**src/rtl/invshiftrowsstep_if.sv**
```systemverilog
// Step interface shared by the ShiftRows/InvShiftRows round steps.
// The master drives the request, and the slave returns the registered result.
interface invshiftrowsstep_if;
    logic         start;
    logic [127:0] in;
    logic [127:0] key;
    logic         finish;
    logic [127:0] invshiftrowsstep;

    modport master (output start, in, key, input finish, invshiftrowsstep);
    modport slave  (input start, in, key, output finish, invshiftrowsstep);
endinterface

```
**src/rtl/invshiftrowsstep.sv**
```systemverilog
// AES InvShiftRows step: right-rotates row r of the state by r bytes, one row per clock.
// Define INVSHIFTROWS_PARALLEL_EN to rotate all rows in a single cycle instead.
//
// state | meaning
// IDLE  | waiting for start, finish low
// ROWS  | rotating rows of work (abort on start low)
// DONE  | result valid, waiting for start to drop
module invshiftrowsstep (
    input  logic               clk,
    input  logic               rst,
    invshiftrowsstep_if.slave  bus
);
    localparam logic [1:0] S_IDLE = 2'd0;
    localparam logic [1:0] S_ROWS = 2'd1;
    localparam logic [1:0] S_DONE = 2'd2;

    logic [1:0]   state;
    logic [127:0] work;
    logic [127:0] result;
    logic         finish;
`ifndef INVSHIFTROWS_PARALLEL_EN
    logic [1:0]   row;
`endif

    // Byte r+4c of the result takes byte r+4((c-r) mod 4); other rows pass through.
    function automatic logic [127:0] rot_row(input logic [127:0] s, input logic [1:0] r);
        logic [127:0] o;
        int           ri;
        o  = s;
        ri = int'(r);
        for (int c = 0; c < 4; c++) begin
            o[8*(ri + 4*c) +: 8] = s[8*(ri + 4*((c - ri) & 3)) +: 8];
        end
        return o;
    endfunction

    always_ff @(posedge clk) begin
        if (rst) begin
            state  <= S_IDLE;
            work   <= '0;
            result <= '0;
            finish <= 1'b0;
`ifndef INVSHIFTROWS_PARALLEL_EN
            row    <= 2'd0;
`endif
        end else begin
            case (state)
                S_IDLE: begin
                    finish <= 1'b0;
                    if (bus.start) begin
                        work  <= bus.in;
                        state <= S_ROWS;
`ifndef INVSHIFTROWS_PARALLEL_EN
                        row   <= 2'd1;
`endif
                    end
                end
                S_ROWS: begin
                    // An abort wins over completion; output and finish keep their values.
                    if (!bus.start) begin
                        state <= S_IDLE;
                    end else begin
`ifdef INVSHIFTROWS_PARALLEL_EN
                        result <= rot_row(rot_row(rot_row(work, 2'd1), 2'd2), 2'd3);
                        finish <= 1'b1;
                        state  <= S_DONE;
`else
                        if (row == 2'd3) begin
                            result <= rot_row(work, row);
                            finish <= 1'b1;
                            state  <= S_DONE;
                        end else begin
                            work <= rot_row(work, row);
                            row  <= row + 2'd1;
                        end
`endif
                    end
                end
                S_DONE: begin
                    if (!bus.start) begin
                        finish <= 1'b0;
                        state  <= S_IDLE;
                    end
                end
                default: begin
                    state  <= S_IDLE;
                    finish <= 1'b0;
                end
            endcase
        end
    end

    assign bus.finish           = finish;
    assign bus.invshiftrowsstep = result;
endmodule

```
**src/flat_wrapper.sv**
```systemverilog
// flat-port wrapper written by rule: the top's interface ports become plain ports
module invshiftrowsstep_flat 
  (clk, rst, bus_start, bus_in, bus_key, bus_finish, bus_invshiftrowsstep);
  invshiftrowsstep_if bus_i ();
  input  logic clk;
  input  logic rst;
  input wire logic [$bits(bus_i.start)-1:0] bus_start;
  input wire logic [$bits(bus_i.in)-1:0] bus_in;
  input wire logic [$bits(bus_i.key)-1:0] bus_key;
  output wire logic [$bits(bus_i.finish)-1:0] bus_finish;
  output wire logic [$bits(bus_i.invshiftrowsstep)-1:0] bus_invshiftrowsstep;
  assign bus_i.start = bus_start;
  assign bus_i.in = bus_in;
  assign bus_i.key = bus_key;
  assign bus_finish = bus_i.finish;
  assign bus_invshiftrowsstep = bus_i.invshiftrowsstep;
  invshiftrowsstep u_core (.clk(clk), .rst(rst), .bus(bus_i));
endmodule
```
**config.mk**
```make
export PLATFORM = sky130hd
export DESIGN_NAME = invshiftrowsstep_flat
export DESIGN_NICKNAME = d
export VERILOG_FILES = /design/src/rtl/invshiftrowsstep_if.sv /design/src/rtl/invshiftrowsstep.sv /design/src/flat_wrapper.sv
export SDC_FILE = /design/constraint.sdc
export NUM_CORES = 1
export LEC_CHECK = 0
export CORE_MARGIN = 4
export CORE_UTILIZATION = 37
export CTS_CLUSTER_DIAMETER = 120
export DETAILED_ROUTE_END_ITERATION = 10
export GPL_ROUTABILITY_DRIVEN = 1
export PLACE_DENSITY = 0.66
export SETUP_SLACK_MARGIN = 0.5
export SLEW_MARGIN = 20
export SYNTH_ARGS = -nofsm -noshare
export SYNTH_HDL_FRONTEND = slang
export SYNTH_SLANG_ARGS = --single-unit
```
**constraint.sdc**
```tcl
create_clock -name clk -period 3.4 [get_ports clk]
set_input_delay 0.85 -clock clk [delete_from_list [all_inputs] [get_ports clk]]
set_output_delay 0.85 -clock clk [all_outputs]
set_load 0.005 [all_outputs]
```
==> impl_metrics.py <==
metrics = {
    "yosys": {
        "yosysUniqueCellTypes": 54,
        "yosys.area_share.xor_xnor_pct": 0,
        "async_reset_ff_share_pct": 0,
        "synthesis.nets": 1928,
        "yosysWarnings": 0,
        "synth-adder-area-share_pct": 0.613,
        "synthCells": 1662,
        "synth-simple-area-share_pct": 20.7,
        "syn_area_per_cell_um2": 8.59,
        "syn_area_um2": 14300,
        "synth_top_family_by_area": "compound AO/OA/AOI/OAI gates",
        "synthFlopType": "dfxtp_1",
        "synth-edff-count": 0,
        "muxShareOfSynthArea_pct": 10.3,
        "ys_seq_area_share_pct": 36.6,
        "synth_compound_area_share_pct": 25.6,
        "synth-seq-cells": 261,
    },
    "place": {
        "place_hpwl_um": 47500,
        "placedCellCount": 2315,
        "port_buffers": 259,
        "gp_congestion": 1.03,
    },
    "detailed_routing": {
        "via_per_inst": 6.29,
        "routed_wl_um": 63500,
        "drc": 0,
        "wire_per_inst_um": 26.9,
        "drt_iter0_markers": 1845,
        "num_vias": 14900,
        "first_pass_iters": 6,
        "antenna_left": 0,
    },
    "power_and_ir_drop": {
        "p_per_area_nw_per_um2": 424,
        "p_leak_nw": 6.35,
        "ir_drop_mv": 0.329,
        "totalPowerFinal_w": 0.00779,
    },
    "layout": {
        "fill_cells": 3588,
        "fin_util_pct": 48.5,
        "stdcell_count": 2366,
        "final_nets": 2101,
        "syn_to_final_growth_pct": 28.6,
        "mostFrequentLayoutCells": "clkdlybuf4s50_1, dfxtp_1, nor2_1",
        "drive_gt1_share_pct": 9.71,
    },
    "die": {
        "chipHeight_um": 204,
        "initial_utilization_pct": 37.7,
        "ios": 388,
        "die-area_um2": 41800,
        "num_rows": 71,
        "dieWidth_um": 204,
        "core_um2": 37800,
    },
    "worst_setup_path": {
        "critPathKind": "register to register",
        "cp.arrival_ns": 3.24,
        "cp.required_ns": 3.86,
        "cp_max_fo": 17,
        "critPathCaptureType": "register",
        "start_kind": "register",
    },
    "cts": {
        "cts.sinks": 261,
        "ctsRootBufferMaster": "clkbuf_16",
        "clk_pin_slew_ns": 0.06,
        "post_cts_buffers": 0,
        "cts_tree": "built",
        "htreeDepth": 1,
        "cts_hold_buffers": 0,
        "cts_buffers": 29,
        "cts_buffer_depth": 3,
        "clk_latency_ns": 0.56,
    },
    "global_route": {
        "grt_usage_pct": 28.9,
        "globalRouteOverflowTotal": 0,
        "antenna_found_initial": 2,
        "grt_pass1_vias": 13900,
        "grt_start_max_net_pins": 93,
        "grt_pass1_wl_um": 93100,
    },
    "sta": {
        "post-route-min-period_ns": 2.78,
        "rsz0062_at_grt": "no",
        "max_slew_margin_pct": 47.3,
        "setup_viol": 0,
        "period_share_pct": 81.7,
        "finClkSkew_ns": 0.0307,
        "max_freq_ghz": 0.360,
        "slew_violations": 0,
        "setup-tns-final_ns": 0,
        "hold_viol_final": 0,
        "worst_pin_slew_ns": 0.790,
    },
    "run": {
        "maxCapViolations": 0,
    },
    "min_path": {
        "holdCritPathClass": "register to register",
    },
    "outcome": {
        "status": "complete, no violations",
    },
}
## synthesized netlist by cell type, drive strengths merged, types with 10 or more instances
| cell type | n | area, µm² |
|---|---|---|
| nor2b | 44 | 275 |
| a22o | 24 | 210 |
| o21ai | 35 | 175 |
| and2 | 10 | 62.6 |
| o41ai | 23 | 201 |
| a221o | 32 | 320 |
| nand3b | 23 | 173 |
| buf | 50 | 348 |
| o21bai | 16 | 120 |
| nor4 | 16 | 100 |
| nor3 | 114 | 576 |
| clkbuf | 135 | 508 |
| a222oi | 24 | 240 |
| nor2 | 235 | 882 |
| a21oi | 92 | 460 |
| o221ai | 56 | 490 |
| dfxtp | 261 | 5230 |
| mux4 | 40 | 905 |
| nand3 | 34 | 170 |
| nand2 | 116 | 435 |
| a31oi | 16 | 100 |
| a221oi | 65 | 588 |
| mux2i | 47 | 470 |
| nand2b | 10 | 62.6 |
| a211oi | 63 | 473 |
| nor3b | 10 | 80.1 |
## cells by family (layout without fill, tap and decap cells)
logic type,count (synthesis),count (layout)
AND/OR/NAND/NOR,627,627
AO/OA/AOI/OAI,480,480
flip-flops,261,261
buffers and inverters,191,383
multiplexers,96,96
adder cells (fa/ha/maj),7,7
other,0,1
## path summary, 6_finish.rpt
check | endpoint | startpoint | cells after the start | slack (ns)
worst min-delay path | u_core.work[42]$_SDFFE_PP0P_ | u_core.work[42]$_SDFFE_PP0P_ | 2 | 0.49
worst max register to register | u_core.work[20]$_SDFFE_PP0P_ | u_core.row[0]$_SDFFE_PP0P_ | 7 | 0.62
worst max-delay path | u_core.work[20]$_SDFFE_PP0P_ | u_core.row[0]$_SDFFE_PP0P_ | 7 | 0.62
worst min register to register | u_core.work[42]$_SDFFE_PP0P_ | u_core.work[42]$_SDFFE_PP0P_ | 2 | 0.49
## worst max-delay path: stages, from the launching register on
cell and delay (ns):
dfxtp_4 0.52, inv_1 0.10, ha_1 0.40, buf_12 0.19
and2_1 0.26, a222oi_1 0.59, nand3_1 0.28, a221oi_1 0.32
## metal layers
layer | part of all wire [%] | global-route usage (%) | vias to the layer above
li1 | - | - | 6697
met1 | 43 | 40.9 | 7292
met2 | 45 | 45.4 | 762
met3 | 8.3 | 4.81 | 120
met4 | 4.0 | 8.78 | 2
met5 | 0.020 | 0 | -
## flip-flops by register name, summed over array words and instances (netlist names)
| name | count |
|---|---|
| u_core.bus.finish | 1 |
| u_core.state | 2 |
| u_core.work | 128 |
| u_core.bus.invshiftrowsstep | 128 |
| u_core.row | 2 |
## report_power, final
group          switching [W]  internal [W]  leakage, nW
Combinational       0.000728      0.000534         3.76
Clock                0.00129       0.00186        0.463
Sequential          0.000212       0.00317         2.13
Total                0.00223       0.00556         6.35
## final cells by class
cell class	count	area [µm²]	area share, %
antenna	1	2.50	0.0136
clock buffer	42	845	4.60
clock inverter	8	96.3	0.525
inverter	6	23.8	0.129
multi-input combinational	1210	8250	44.9
sequential	261	5230	28.5
tap	511	639	3.48
timing repair buffer	327	3270	17.8
## metrics by stage
step | hold WS (ns) | setup WS (ns) | instance area, µm²
2_1_floorplan | 0.437 | 0.587 | 14300
3_3_place_gp | 0.458 | 0.546 | 17400
3_5_place_dp | 0.471 | 0.534 | 17400
4_1_cts | 0.481 | 0.639 | 18400
5_1_grt | 0.499 | 0.509 | 18400
6_report | 0.487 | 0.621 | 18400
## timing repair
| item | in CTS | in global routing |
|---|---|---|
| endpoints found under the setup margin | 0 | 22 |
| gates resized for setup | 0 | 1 |
| endpoints found under the hold margin | 0 | 0 |
Note: power is estimated with default switching activity, not from simulation.
